===== src/rtl/mem_access_unit_if.sv =====
// Bundle between the pipeline's load/store requester, the access unit
// and the word-addressed data memory. The access unit uses the slave
// modport; the pipeline/memory side uses the master modport.
interface mem_access_unit_if;
  logic        req;
  logic        we;
  logic [1:0]  size;
  logic        sign_ext;
  logic [31:0] addr;
  logic [31:0] wdata;
  logic        ready;
  logic        done;
  logic        err;
  logic [31:0] rdata;
  logic [31:0] mem_addr;
  logic [31:0] mem_wdata;
  logic        mem_write;
  logic        mem_read;
  logic [31:0] mem_rdata;

  modport slave (
    input  req, we, size, sign_ext, addr, wdata, mem_rdata,
    output ready, done, err, rdata, mem_addr, mem_wdata, mem_write, mem_read
  );

  modport master (
    output req, we, size, sign_ext, addr, wdata, mem_rdata,
    input  ready, done, err, rdata, mem_addr, mem_wdata, mem_write, mem_read
  );
endinterface


===== src/rtl/mem_access_unit.sv =====
// mem_access_unit: turns byte-addressed lb/lbu/lh/lhu/lw/sb/sh/sw requests
// into accesses on a word-only memory with 1-cycle synchronous read/write.
// Sub-word loads read then extract; sub-word stores read-modify-write.
// Byte order is big-endian (byte offset 0 lives in bits [31:24]).
// Optional build macro MAU_ALIGN_CHECK_EN: misaligned halfword/word
// requests and addresses beyond MEM_WORDS are answered with err instead
// of touching memory. Without it only size=11 is an error.
module mem_access_unit #(
  parameter int MEM_WORDS = 32
) (
  input  logic clk,
  input  logic reset,
  mem_access_unit_if.slave bus
);

  typedef enum logic [2:0] {
    IDLE,
    RD,
    CAP,
    MRG,
    WR,
    ERR
  } state_t;

  state_t      state;
  state_t      state_next;

  logic        lat_we;
  logic [1:0]  lat_size;
  logic        lat_sign;
  logic [31:0] lat_addr;
  logic [31:0] lat_wdata;

  logic        done_q;
  logic        err_q;
  logic [31:0] rdata_q;

  logic        ready_c;
  logic        mem_read_c;
  logic        mem_write_c;
  logic [31:0] mem_wdata_c;

  logic        accept;
  logic        out_of_range;
  logic        req_bad;

  logic [7:0]  sel_byte;
  logic [15:0] sel_half;
  logic [31:0] load_value;
  logic [31:0] merge_value;

  assign accept       = (state == IDLE) && bus.req;
  assign out_of_range = ({2'b00, bus.addr[31:2]} >= 32'(MEM_WORDS));

`ifdef MAU_ALIGN_CHECK_EN
  assign req_bad = (bus.size == 2'b11)
                 | ((bus.size == 2'b01) && bus.addr[0])
                 | ((bus.size == 2'b10) && (bus.addr[1:0] != 2'b00))
                 | out_of_range;
`else
  // Without the check the range compare has no consumer; keep it visibly parked.
  logic range_unused;
  assign range_unused = out_of_range;
  assign req_bad      = (bus.size == 2'b11);
`endif

  // State register; reset abandons whatever access is in flight.
  always_ff @(posedge clk) begin
    if (reset) begin
      state <= IDLE;
    end else begin
      state <= state_next;
    end
  end

  // Next state and memory strobes; strobes are gated with reset so no access happens on a reset edge.
  always_comb begin
    state_next  = state;
    ready_c     = 1'b0;
    mem_read_c  = 1'b0;
    mem_write_c = 1'b0;
    mem_wdata_c = lat_wdata;
    case (state)
      IDLE: begin
        ready_c = 1'b1;
        if (bus.req) begin
          if (req_bad) begin
            state_next = ERR;
          end else if (bus.we && (bus.size == 2'b10)) begin
            state_next = WR;
          end else begin
            state_next = RD;
          end
        end
      end
      RD: begin
        mem_read_c = !reset;
        state_next = lat_we ? MRG : CAP;
      end
      CAP: begin
        state_next = IDLE;
      end
      MRG: begin
        mem_write_c = !reset;
        mem_wdata_c = merge_value;
        state_next  = IDLE;
      end
      WR: begin
        mem_write_c = !reset;
        state_next  = IDLE;
      end
      ERR: begin
        state_next = IDLE;
      end
      default: begin
        state_next = IDLE;
      end
    endcase
  end

  // Pick the addressed byte/halfword out of the memory word and extend it.
  always_comb begin
    case (lat_addr[1:0])
      2'd0:    sel_byte = bus.mem_rdata[31:24];
      2'd1:    sel_byte = bus.mem_rdata[23:16];
      2'd2:    sel_byte = bus.mem_rdata[15:8];
      default: sel_byte = bus.mem_rdata[7:0];
    endcase
    sel_half = lat_addr[1] ? bus.mem_rdata[15:0] : bus.mem_rdata[31:16];
    case (lat_size)
      2'b00:   load_value = lat_sign ? {{24{sel_byte[7]}}, sel_byte} : {24'h000000, sel_byte};
      2'b01:   load_value = lat_sign ? {{16{sel_half[15]}}, sel_half} : {16'h0000, sel_half};
      default: load_value = bus.mem_rdata;
    endcase
  end

  // Replace only the addressed lane of the word just read; everything else is kept.
  always_comb begin
    merge_value = bus.mem_rdata;
    case (lat_size)
      2'b00: begin
        case (lat_addr[1:0])
          2'd0:    merge_value[31:24] = lat_wdata[7:0];
          2'd1:    merge_value[23:16] = lat_wdata[7:0];
          2'd2:    merge_value[15:8]  = lat_wdata[7:0];
          default: merge_value[7:0]   = lat_wdata[7:0];
        endcase
      end
      2'b01: begin
        if (lat_addr[1]) begin
          merge_value[15:0] = lat_wdata[15:0];
        end else begin
          merge_value[31:16] = lat_wdata[15:0];
        end
      end
      default: merge_value = lat_wdata;
    endcase
  end

  // Operand latch at acceptance, completion pulse, error flag and held load result.
  always_ff @(posedge clk) begin
    if (reset) begin
      lat_we    <= 1'b0;
      lat_size  <= 2'b00;
      lat_sign  <= 1'b0;
      lat_addr  <= 32'h0;
      lat_wdata <= 32'h0;
      done_q    <= 1'b0;
      err_q     <= 1'b0;
      rdata_q   <= 32'h0;
    end else begin
      done_q <= (state == CAP) || (state == MRG) || (state == WR) || (state == ERR);
      err_q  <= (state == ERR);
      if (accept) begin
        lat_we    <= bus.we;
        lat_size  <= bus.size;
        lat_sign  <= bus.sign_ext;
        lat_addr  <= bus.addr;
        lat_wdata <= bus.wdata;
      end
      if (state == CAP) begin
        rdata_q <= load_value;
      end
    end
  end

  assign bus.ready     = ready_c;
  assign bus.done      = done_q;
  assign bus.err       = err_q;
  assign bus.rdata     = rdata_q;
  assign bus.mem_addr  = {2'b00, lat_addr[31:2]};
  assign bus.mem_wdata = mem_wdata_c;
  assign bus.mem_read  = mem_read_c;
  assign bus.mem_write = mem_write_c;

endmodule

===== src/flat_wrapper.sv =====
// flat-port wrapper written by rule: the top's interface ports become plain ports
module mem_access_unit_flat 
#(
  parameter int MEM_WORDS = 32
)
  (clk, reset, bus_req, bus_we, bus_size, bus_sign_ext, bus_addr, bus_wdata, bus_mem_rdata, bus_ready, bus_done, bus_err, bus_rdata, bus_mem_addr, bus_mem_wdata, bus_mem_write, bus_mem_read);
  mem_access_unit_if bus_i ();
  input  logic clk;
  input  logic reset;
  input wire logic [$bits(bus_i.req)-1:0] bus_req;
  input wire logic [$bits(bus_i.we)-1:0] bus_we;
  input wire logic [$bits(bus_i.size)-1:0] bus_size;
  input wire logic [$bits(bus_i.sign_ext)-1:0] bus_sign_ext;
  input wire logic [$bits(bus_i.addr)-1:0] bus_addr;
  input wire logic [$bits(bus_i.wdata)-1:0] bus_wdata;
  input wire logic [$bits(bus_i.mem_rdata)-1:0] bus_mem_rdata;
  output wire logic [$bits(bus_i.ready)-1:0] bus_ready;
  output wire logic [$bits(bus_i.done)-1:0] bus_done;
  output wire logic [$bits(bus_i.err)-1:0] bus_err;
  output wire logic [$bits(bus_i.rdata)-1:0] bus_rdata;
  output wire logic [$bits(bus_i.mem_addr)-1:0] bus_mem_addr;
  output wire logic [$bits(bus_i.mem_wdata)-1:0] bus_mem_wdata;
  output wire logic [$bits(bus_i.mem_write)-1:0] bus_mem_write;
  output wire logic [$bits(bus_i.mem_read)-1:0] bus_mem_read;
  assign bus_i.req = bus_req;
  assign bus_i.we = bus_we;
  assign bus_i.size = bus_size;
  assign bus_i.sign_ext = bus_sign_ext;
  assign bus_i.addr = bus_addr;
  assign bus_i.wdata = bus_wdata;
  assign bus_i.mem_rdata = bus_mem_rdata;
  assign bus_ready = bus_i.ready;
  assign bus_done = bus_i.done;
  assign bus_err = bus_i.err;
  assign bus_rdata = bus_i.rdata;
  assign bus_mem_addr = bus_i.mem_addr;
  assign bus_mem_wdata = bus_i.mem_wdata;
  assign bus_mem_write = bus_i.mem_write;
  assign bus_mem_read = bus_i.mem_read;
  mem_access_unit #(.MEM_WORDS(MEM_WORDS)) u_core (.clk(clk), .reset(reset), .bus(bus_i));
endmodule

===== config.mk =====
export PLATFORM = sky130hd
export DESIGN_NAME = mem_access_unit_flat
export DESIGN_NICKNAME = d
export VERILOG_FILES = /design/src/rtl/mem_access_unit_if.sv /design/src/rtl/mem_access_unit.sv /design/src/flat_wrapper.sv
export SDC_FILE = /design/constraint.sdc
export NUM_CORES = 1
export LEC_CHECK = 0
export CORE_UTILIZATION = 40
export CTS_BUF_LIST = sky130_fd_sc_hd__clkbuf_8
export CTS_CLUSTER_SIZE = 8
export DETAILED_ROUTE_END_ITERATION = 8
export PLACE_DENSITY = 0.78
export SYNTH_ARGS = -nofsm -noshare
export SYNTH_HDL_FRONTEND = slang
export SYNTH_SLANG_ARGS = --single-unit

===== constraint.sdc =====
create_clock -name clk -period 1.8 [get_ports clk]
set_input_delay 0.45 -clock clk [delete_from_list [all_inputs] [get_ports clk]]
set_output_delay 0.45 -clock clk [all_outputs]
set_load 0.05 [all_outputs]

[Word level (Yosys, flattened, before mapping)]
Cells that the tools add are included.
Operators by class
  reduce and logical (&&, ||, !) cells: 11
  equality and inequality tests: 11
  muxes and demuxes: 21
Operators by type and width (count)
  case mux 32 bit (2 select lines): 2
  2-to-1 mux 32 bit: 3
  2-to-1 mux 16 bit: 3
  2-to-1 mux 8 bit: 4
  case mux 8 bit (3 select lines): 1
  2-to-1 mux 3 bit: 3
  == test 2 bit (second input constant): 3
  == test 3 x 2 -> 1 bit (second input constant): 2
  == test 3 bit (second input constant): 2
  case mux 3 bit (2 select lines): 1
  == test 2 x 1 -> 1 bit (second input constant): 2
  zero test 2 bit: 2
  2-to-1 mux 1 bit: 4
  == test 3 x 1 -> 1 bit (second input constant): 1
  zero test 3 bit: 1
  logical OR 1 bit: 3
  OR reduction 3 bit: 1
  logical AND 1 bit: 2
  inequality test 2 bit (second input constant): 1
  OR reduction 2 bit: 1
  zero test 1 bit: 1
Storage, ports and cells
  register bits after elaboration: 105
  output and inout port bits: 101
  word-level logic and storage cells: 52
  input port bits: 103

[Longest topological paths before layout]
Gate-level depths: netlist of the first run.
  depth in word-level cells: 6
  mapped depth: 8
  mapped depth without buffers: 4

[Least setup slack after synthesis of the first run]
No wires, ideal clock.
  path kind: flip-flop to output port
  from: register u_core.state[2]
  to: output port bus_mem_wdata[30]
  buffers on the path: 3
  arrival time: 2.607 ns
  required time: 1.350 ns
  slack: -1.257 ns
  cell stages (with the launch flop): 6
  path through: dfxtp_1 -> buf_6 -> nand4bb_2 -> buf_6 -> clkbuf_1 -> o41ai_1
Between the ends
  cells in the longest elaborated chain, start to end: 2
RTL lines
  start: declaration: RTL line mem_access_unit.sv:25  | state_t state;
  start signal: assignment: RTL line mem_access_unit.sv:72  | state <= state_next;
  == test 3 x 2 -> 1 bit: RTL line mem_access_unit.sv:83  | case (state)
  2-to-1 mux 32 bit: RTL line mem_access_unit.sv:83
  end: declaration: RTL line flat_wrapper.sv:22  | output wire logic [$bits(bus_i.mem_wdata)-1:0] bus_mem_wdata;
Every way passes these cells.

[Final worst setup path of the first run]
  from: register u_core.state[2]
  to: output port bus_mem_wdata[6]
The elaborated chain is that of the path after synthesis.

==> metrics.md, run 1 <==
| Metric | Value |
|---|---|
| Most common cell in the synthesized netlist | `nand2_1` |
| Status | `complete, but fails checks` |
| Max Cap Viol | `0` |
| Net Sw Frac | `38.0%` |
| Final worst slack | `-0.626 ns` |
| Final period utilization | `135%` |
| Final GP Congestion | `0.933` |
| Reg2reg start | `u_core.lat_addr[0]` |
| Synth Area in Adders | `0%` |
| # rows | `41` |
| Placed cell area | `7660 sq um` |
| Hold Crit Start | `u_core.lat_addr[8]` |
| First-pass GRT wire length | `28700 microns` |
| ANT nets after route | `0` |
| Setup slack, reg-to-reg | `0 ns` |
| Power density cells | `802 nW/um^2` |
| Die area | `13600 sq um` |
| Sequential cell area | `2120 sq um` |
| Async S/R FF share, synth | `0%` |
| Delay-heaviest family, CP | `buffers and inverters` |
| Design area | `8480 sq um` |
| Maximum clock rate | `412 MHz` |
| Failing checks | `negative setup slack` |
| Post-synth top area share | `40.1%` |
| Share of cells above drive strength 1 | `34.4%` |
| Worst skew pair latency | `0.39 ns` |
| Die width | `117 microns` |
| CTS Buf Count | `9` |
| Register area share after synthesis | `40.1%` |
| Die Span Y | `117 microns` |
| Warnings, synthesis | `0` |
| IO Pins | `204` |
| Reg clk slew, reported paths | `0.11 ns` |
| # fillers | `1051` |
| Area leader, netlist | `dfxtp_1` |
| CTS tree | `built` |
| GR Overflow Total | `0` |
| Synth Register Bits | `105` |
| Placeable Area | `12700 sq um` |
| Initial core utilization | `41.2%` |
| Total power | `6800 uW` |
| Root Buffer | `clkbuf_8` |
| Clock Path Buffers | `2` |
| Starting DRC count in detailed routing | `590` |
| Switching pwr | `2590 uW` |
| CP max stage cell | `dfxtp_2` |
| Synth top cells by count | `nand2_1 (177), dfxtp_1 (105), a21oi_1 (94)` |
| Unrepaired setup endpoints after global routing | `yes` |
| CTS H-tree lvls | `3` |
| Crit path largest cell delay | `0.33 ns` |
| Avg Inst Size Synth | `7.88 sq um` |
| Main combinational cell family by area after synthesis | `compound AO/OA/AOI/OAI gates` |
| Mapped Area | `5250 sq um` |
| Minimum clock period | `2.43 ns` |
| Clock Sinks | `105` |
| Final core occ | `66.7%` |
| Compound-Gate Fraction of Synth Area | `24.1%` |
| DR vias | `5888` |
| Hold WS | `0.460 ns` |
| Distinct cells, synth | `51` |
| Critical Path Start Type | `flip-flop` |
| P_int | `4220 uW` |
| Seq pwr share | `38.8%` |
| Crit path launch | `u_core.state[2]` |
| DR DRC count | `0` |
| I/O Buffers | `201` |
| Peak VDD IR | `0.000529 V` |
| Worst setup EP type | `output port` |
| Hold Vio Cnt, Final | `0` |
| Critical path arrival | `1.98 ns` |
| Max-slew violation count | `0` |
| Buf/Inv on CP | `3` |
| Multi-input logic area | `2930 sq um` |
| Crit-path max FO | `8` |
| Clock share of power | `21.2%` |
| Required time worst endpoint | `1.35 ns` |
| Leak Pwr | `0.00352 uW` |
| Final wirelength | `19300 microns` |
| Dpl ws | `-0.579 ns` |
| First-pass iteration count of the detailed router | `8` |
| NumNets Final | `1001` |
| Post-detail-place hpwl | `13400 microns` |
| Post-Synth XOR/XNOR Area | `0.167%` |
| Mapped Cells | `666` |
| Combinational Power Share | `40.0%` |
| Pin count of the biggest net entering global routing | `43` |
| Routed WL per cell | `17.9 microns` |
| Area delta synth->final | `61.7%` |
| Worst Clk Skew | `0.0170 ns` |
| Number of synthesized flops with an enable pin | `0` |
| Post-synthesis mux area share | `5.89%` |
| Vias/cell | `5.47` |
| Top cells by area, synth | `dfxtp_1 (40%), nand2_1 (13%), a21oi_1 (9.0%)` |
| Hold WC Path Type | `reg -> reg` |
| Initial antenna violation count | `1` |
| Kind of critical path | `reg -> out` |
| Setup violations, final | `36` |
| Vias in the first global route | `5444` |
| Crit path cell chain | `nand4bb_4, buf_4, a21o_1, buf_12, mux2_4, buf_6` |
| # hold bufs at CTS | `0` |
| Simple-Gate Fraction of Synth Area | `18.6%` |
| GRT Overall Usage | `28.0%` |
| Top FF cell, synth | `dfxtp_1` |
sequential cells by signal (all words and copies together) (netlist names):
| signal | count |
|---|---|
| u_core.bus.rdata | 32 |
| u_core.lat_addr | 32 |
| u_core.lat_wdata | 32 |
| u_core.state | 3 |
| u_core.lat_size | 2 |
| u_core.bus.done | 1 |
| u_core.bus.err | 1 |
| u_core.lat_sign | 1 |
| u_core.lat_we | 1 |
tightest hold or removal path, delay by kind of cell (launching register included):
family | cells | cell delay, ns
AO/OA/AOI/OAI | 1 | 0.05
flip-flops | 1 | 0.32
AND/OR/NAND/NOR | 1 | 0.05
layer usage:
| layer | routed length [microns] | part of all wire, % | global-route usage, % |
|---|---|---|---|
| met5 | 0 | 0 | 0 |
| met2 | 8870 | 46 | 45.2 |
| met1 | 7350 | 38 | 32.3 |
| met4 | 936 | 4.9 | 15.8 |
| met3 | 2120 | 11 | 9.76 |
cell type report:
| class | count | area share [%] |
|---|---|---|
| Inverter | 14 | 0.620 |
| Multi-Input combinational cell | 460 | 34.6 |
| Sequential cell | 105 | 25.0 |
| Antenna cell | 1 | 0.0295 |
| Clock buffer | 10 | 1.62 |
| Clock inverter | 6 | 0.590 |
| Timing Repair Buffer | 308 | 35.1 |
| Tap cell | 172 | 2.54 |
cell usage in the layout (no fill, tap or decap), drive strengths merged, types with 11 or more instances in the layout:
master	Yosys	final
inv	14	16
clkdlybuf4s50	0	99
nor2	18	18
clkbuf	27	11
buf	61	206
nand2	178	178
a21oi	94	94
mux2i	11	11
a22oi	21	21
o21ai	46	46
dfxtp	105	105
mux2	15	15
metrics by stage:
stage               TNS (ns)  std cells
detailed placement    -17.22       1040
global placement      -16.55       1040
finish                -17.59       1076
CTS                   -16.48       1062
floorplan              -2.54        667
global route          -20.46       1075
cell families (layout without fill, tap and decap cells):
family / after synthesis / in the layout
AND/OR/NAND/NOR: 225 / 225
AO/OA/AOI/OAI: 206 / 206
flip-flops: 105 / 105
buffers and inverters: 102 / 338
multiplexers: 26 / 26
other: 1 / 3
XOR/XNOR: 1 / 1
power groups by stage:
stage               sequential, uW  clock, uW  combinational, uW
finish                        2640       1440               2720
global route                  2660       1570               2880
CTS                           2630       1490               2540
detailed placement            2670          0               2450
global placement              2670          0               2430
floorplan                     2820          0               1350
timing repair:
action                                  in CTS  in global routing
setup buffers                                6                 16
pin swaps                                    9                  9
endpoints found under the setup margin      39                 47
gates resized for setup                     48                 81
endpoints found under the hold margin        0                  0
gates cloned                                 0                  1
path summary, 6_finish.rpt:
check                        end  cells past startpoint
min reg2reg   u_core.lat_addr[8]                      2
min           u_core.lat_addr[8]                      2
max reg2reg  u_core.bus.rdata[5]                      7
max             bus_mem_wdata[6]                      6
Power figures use the tool's default switching activity.
==> inputs of run 2 (changes only) <==
--- a/config.mk
+++ b/config.mk
@@ -5,6 +5,7 @@
 export SDC_FILE = /design/constraint.sdc
 export NUM_CORES = 1
 export LEC_CHECK = 0
+export CAP_MARGIN = 20
 export CORE_UTILIZATION = 40
 export CTS_BUF_LIST = sky130_fd_sc_hd__clkbuf_8
 export CTS_CLUSTER_SIZE = 8
==> results of run 2 <==
Same layout as run 1: the final DEF is identical, and so are final timing and power.
==> inputs of run 3 (changes only) <==
--- a/config.mk
+++ b/config.mk
@@ -10,7 +10,7 @@
 export CTS_BUF_LIST = sky130_fd_sc_hd__clkbuf_8
 export CTS_CLUSTER_SIZE = 8
 export DETAILED_ROUTE_END_ITERATION = 8
-export PLACE_DENSITY = 0.78
+export PLACE_DENSITY = 0.75
 export SYNTH_ARGS = -nofsm -noshare
 export SYNTH_HDL_FRONTEND = slang
 export SYNTH_SLANG_ARGS = --single-unit
==> constraint.sdc (replaced) <==
create_clock -name clk -period 3.06 [get_ports clk]
set_input_delay 0.765 -clock clk [delete_from_list [all_inputs] [get_ports clk]]
set_output_delay 0.765 -clock clk [all_outputs]
set_load 0.05 [all_outputs]
==> run 3 against run 2 <==
  * The run now ends clean
  * Utilization decreased by 6.3 points
  * Critical path depth is 1 lower
  * Clock skew fell by 0.0047 ns
  * Flip-flop and latch count stayed put
  * Final area down 9.5%
  * Critical path type unchanged
  * Sequential share of layout area increased by 2.4 points
  * Via count down 7.5%
  * Largest cell class is now multi-input gates
  * Hold slack worse by 0.0012 ns
  * Global-route usage shrank 0.13 points
  * Register-to-register slack better by 0.96 ns
  * Total power fell by 41%
  * Highest routed layer unchanged
  * Largest power group is now registers
==> metrics.md, run 3 (same netlist as run 1, synthesis figures left out) <==
| Metric | Value |
|---|---|
| Status | `completed` |
| Final wirelength | `18700 microns (-2.9%)` |
| CTS Buf Count | `9 (unchanged)` |
| Worst Clk Skew | `0.0124 ns (-0.00466 ns)` |
| Root Buffer | `clkbuf_8` |
| Reg clk slew, reported paths | `0.11 ns (about the same)` |
| Die area | `13600 sq um (unchanged)` |
| GR Overflow Total | `0 (unchanged)` |
| Placeable Area | `12700 sq um (unchanged)` |
| Kind of critical path | `reg -> out` |
| Dpl cells | `978 (-6.0%)` |
| Die width | `117 microns (unchanged)` |
| DR vias | `5445 (-7.5%)` |
| Crit path to | `bus_mem_wdata[15]` |
| Total power | `4000 uW (-41%)` |
| Placed cell area | `7430 sq um (-3.0%)` |
| Final core occ | `60.3% (-6.3 points)` |
| Unrepaired setup endpoints after global routing | `no` |
| GRT Overall Usage | `27.9% (-0.13 points)` |
| Post-detail-place hpwl | `13600 microns (+1.8%)` |
| Commonest non-fill, non-tap cell in the layout | `nand2_1` |
| Initial antenna violation count | `0 (-1)` |
| Die Span Y | `117 microns (unchanged)` |
| Setup TNS | `0 ns (+17.59 ns)` |
| Initial core utilization | `41.2% (unchanged)` |
| Starting DRC count in detailed routing | `484 (-18%)` |
| Max-slew violation count | `0 (unchanged)` |
| NumNets Final | `920 (-8.1%)` |
| First-pass GRT wire length | `28200 microns (-1.7%)` |
| Setup Buffers After CTS | `0 (-6)` |
| Worst skew pair latency | `0.38 ns (about the same)` |
| Hold Vio Cnt, Final | `0 (unchanged)` |
| Minimum clock period | `2.96 ns` |
| Pin count of the biggest net entering global routing | `61 (+42%)` |
| IO Pins | `204 (unchanged)` |
| Max Cap Viol | `0 (unchanged)` |
| Antenna cells | `0 (-1)` |
| Required time worst endpoint | `2.29 ns (+0.94 ns)` |
| Cells on worst reg2reg path | `6 (-1)` |
| Vias in the first global route | `5278 (-3.0%)` |
| Crit path launch | `u_core.lat_addr[1]` |
| I/O Buffers | `201 (unchanged)` |
| Maximum clock rate | `338 MHz` |
| Peak VDD IR | `0.000307 V (-42%)` |
| Post-route insts no fill | `994 (-7.6%)` |
| Reg-to-Reg End | `u_core.bus.rdata[20]` |
| Power density cells | `521 nW/um^2 (-35%)` |
| Crit-path max FO | `11 (+3)` |
| Vias/cell | `5.48 (+0.11%)` |
| Reg2reg start | `u_core.lat_addr[1]` |
| DR DRC count | `0 (unchanged)` |
| Max-slew headroom | `39.2%` |
| Area delta synth->final | `46.3%` |
| CTS tree | `built` |
| Clock Sinks | `105 (unchanged)` |
| Worst setup EP type | `output port` |
| Hold WC Path Type | `reg -> reg` |
| Design area | `7670 sq um (-9.5%)` |
| First-pass iteration count of the detailed router | `8 (unchanged)` |
| Setup violations, final | `0 (-100%)` |
| CTS H-tree lvls | `3 (unchanged)` |
| Critical path arrival | `2.19 ns (+0.21 ns)` |
| Routed WL per cell | `18.8 microns (+5.2%)` |
| Final period utilization | `96.7%` |
| Final GP Congestion | `0.904 (-3.1%)` |
| ANT nets after route | `0 (unchanged)` |
| Most frequent cells in the layout | `nand2_1 (176), clkdlybuf4s50_1 (166), dfxtp_1 (105)` |
| Leak Pwr | `0.00296 uW (-16%)` |
| Setup slack, reg-to-reg | `0.96 ns (+0.96 ns)` |
| Worst Max-Slew Pin Slew | `0.912 ns` |
| Critical Path Start Type | `flip-flop` |
| Clock Path Buffers | `2 (unchanged)` |
| Share of cells above drive strength 1 | `12.7% (-22 points)` |
| # rows | `41 (unchanged)` |
run 3: changes by cell type in the layout (fill, tap and decap cells not counted), sizes merged, moves of 2 or more:
cell and change:
clkbuf -2, clkinv -2, buf -145, clkdlybuf4s50 +67, bufinv +3
run 3: area by class of cell:
type | count | area [sq um]
fillers | 1189 | 5050
multi-input cells | 460 | 2580
repair buffers | 227 | 2480
flip-flops and latches | 105 | 2100
well taps | 172 | 215
clock buffers | 9 | 124
clock inverters | 7 | 118
inverters | 14 | 52.6
run 3: worst min path at each step:
| stage | from | to | slack (ns) | depth (start not counted) |
|---|---|---|---|---|
| after floorplan | u_core.lat_wdata[24] | u_core.lat_wdata[24] | 0.43 | 2 |
| after global placement | u_core.lat_addr[8] | u_core.lat_addr[8] | 0.44 | 2 |
| after detailed placement | u_core.lat_addr[26] | u_core.lat_addr[26] | 0.45 | 2 |
| after CTS | u_core.lat_addr[7] | u_core.lat_addr[7] | 0.46 | 2 |
| after global routing | u_core.lat_addr[7] | u_core.lat_addr[7] | 0.47 | 2 |
| final | u_core.lat_addr[7] | u_core.lat_addr[7] | 0.46 | 2 |
run 3: worst max-delay path: stages, from the launching register on:
cell      delay [ns]
dfxtp_1         0.57
inv_1           0.23
o21ba_2         0.32
a222oi_1        0.37
inv_1           0.14
buf_12          0.17
run 3: metal layers:
metal | share of wire [%] | wire [microns] | global-route usage (%) | up-vias
met5 | 0 | 0 | 0 | -
met2 | 45 | 8430 | 44.5 | 298
li1 | - | - | - | 2574
met1 | 42 | 7870 | 34.8 | 2530
met4 | 3.2 | 599 | 13.6 | 0
met3 | 9.7 | 1830 | 7.47 | 43
run 3: stage by stage:
stage                     hold WS (ns)  worst slack (ns)
after floorplan                  0.433             0.164
after global placement           0.441             0.195
after detailed placement         0.447             0.177
after CTS                        0.461            0.0364
after global routing             0.471           0.00447
final                            0.458             0.101
run 3: power breakdown:
part           total (uW)  internal (uW)  switching, uW
combinational        1400            561            840
sequential           1550           1470           80.4
clock                1050            544            505
run 3: what timing repair did:
item                                   in CTS  in global routing
endpoints found under the hold margin       0                  0
setup endpoints to repair                   0                 17
hold buffers                                0                  0
gates resized for setup                     0                  2
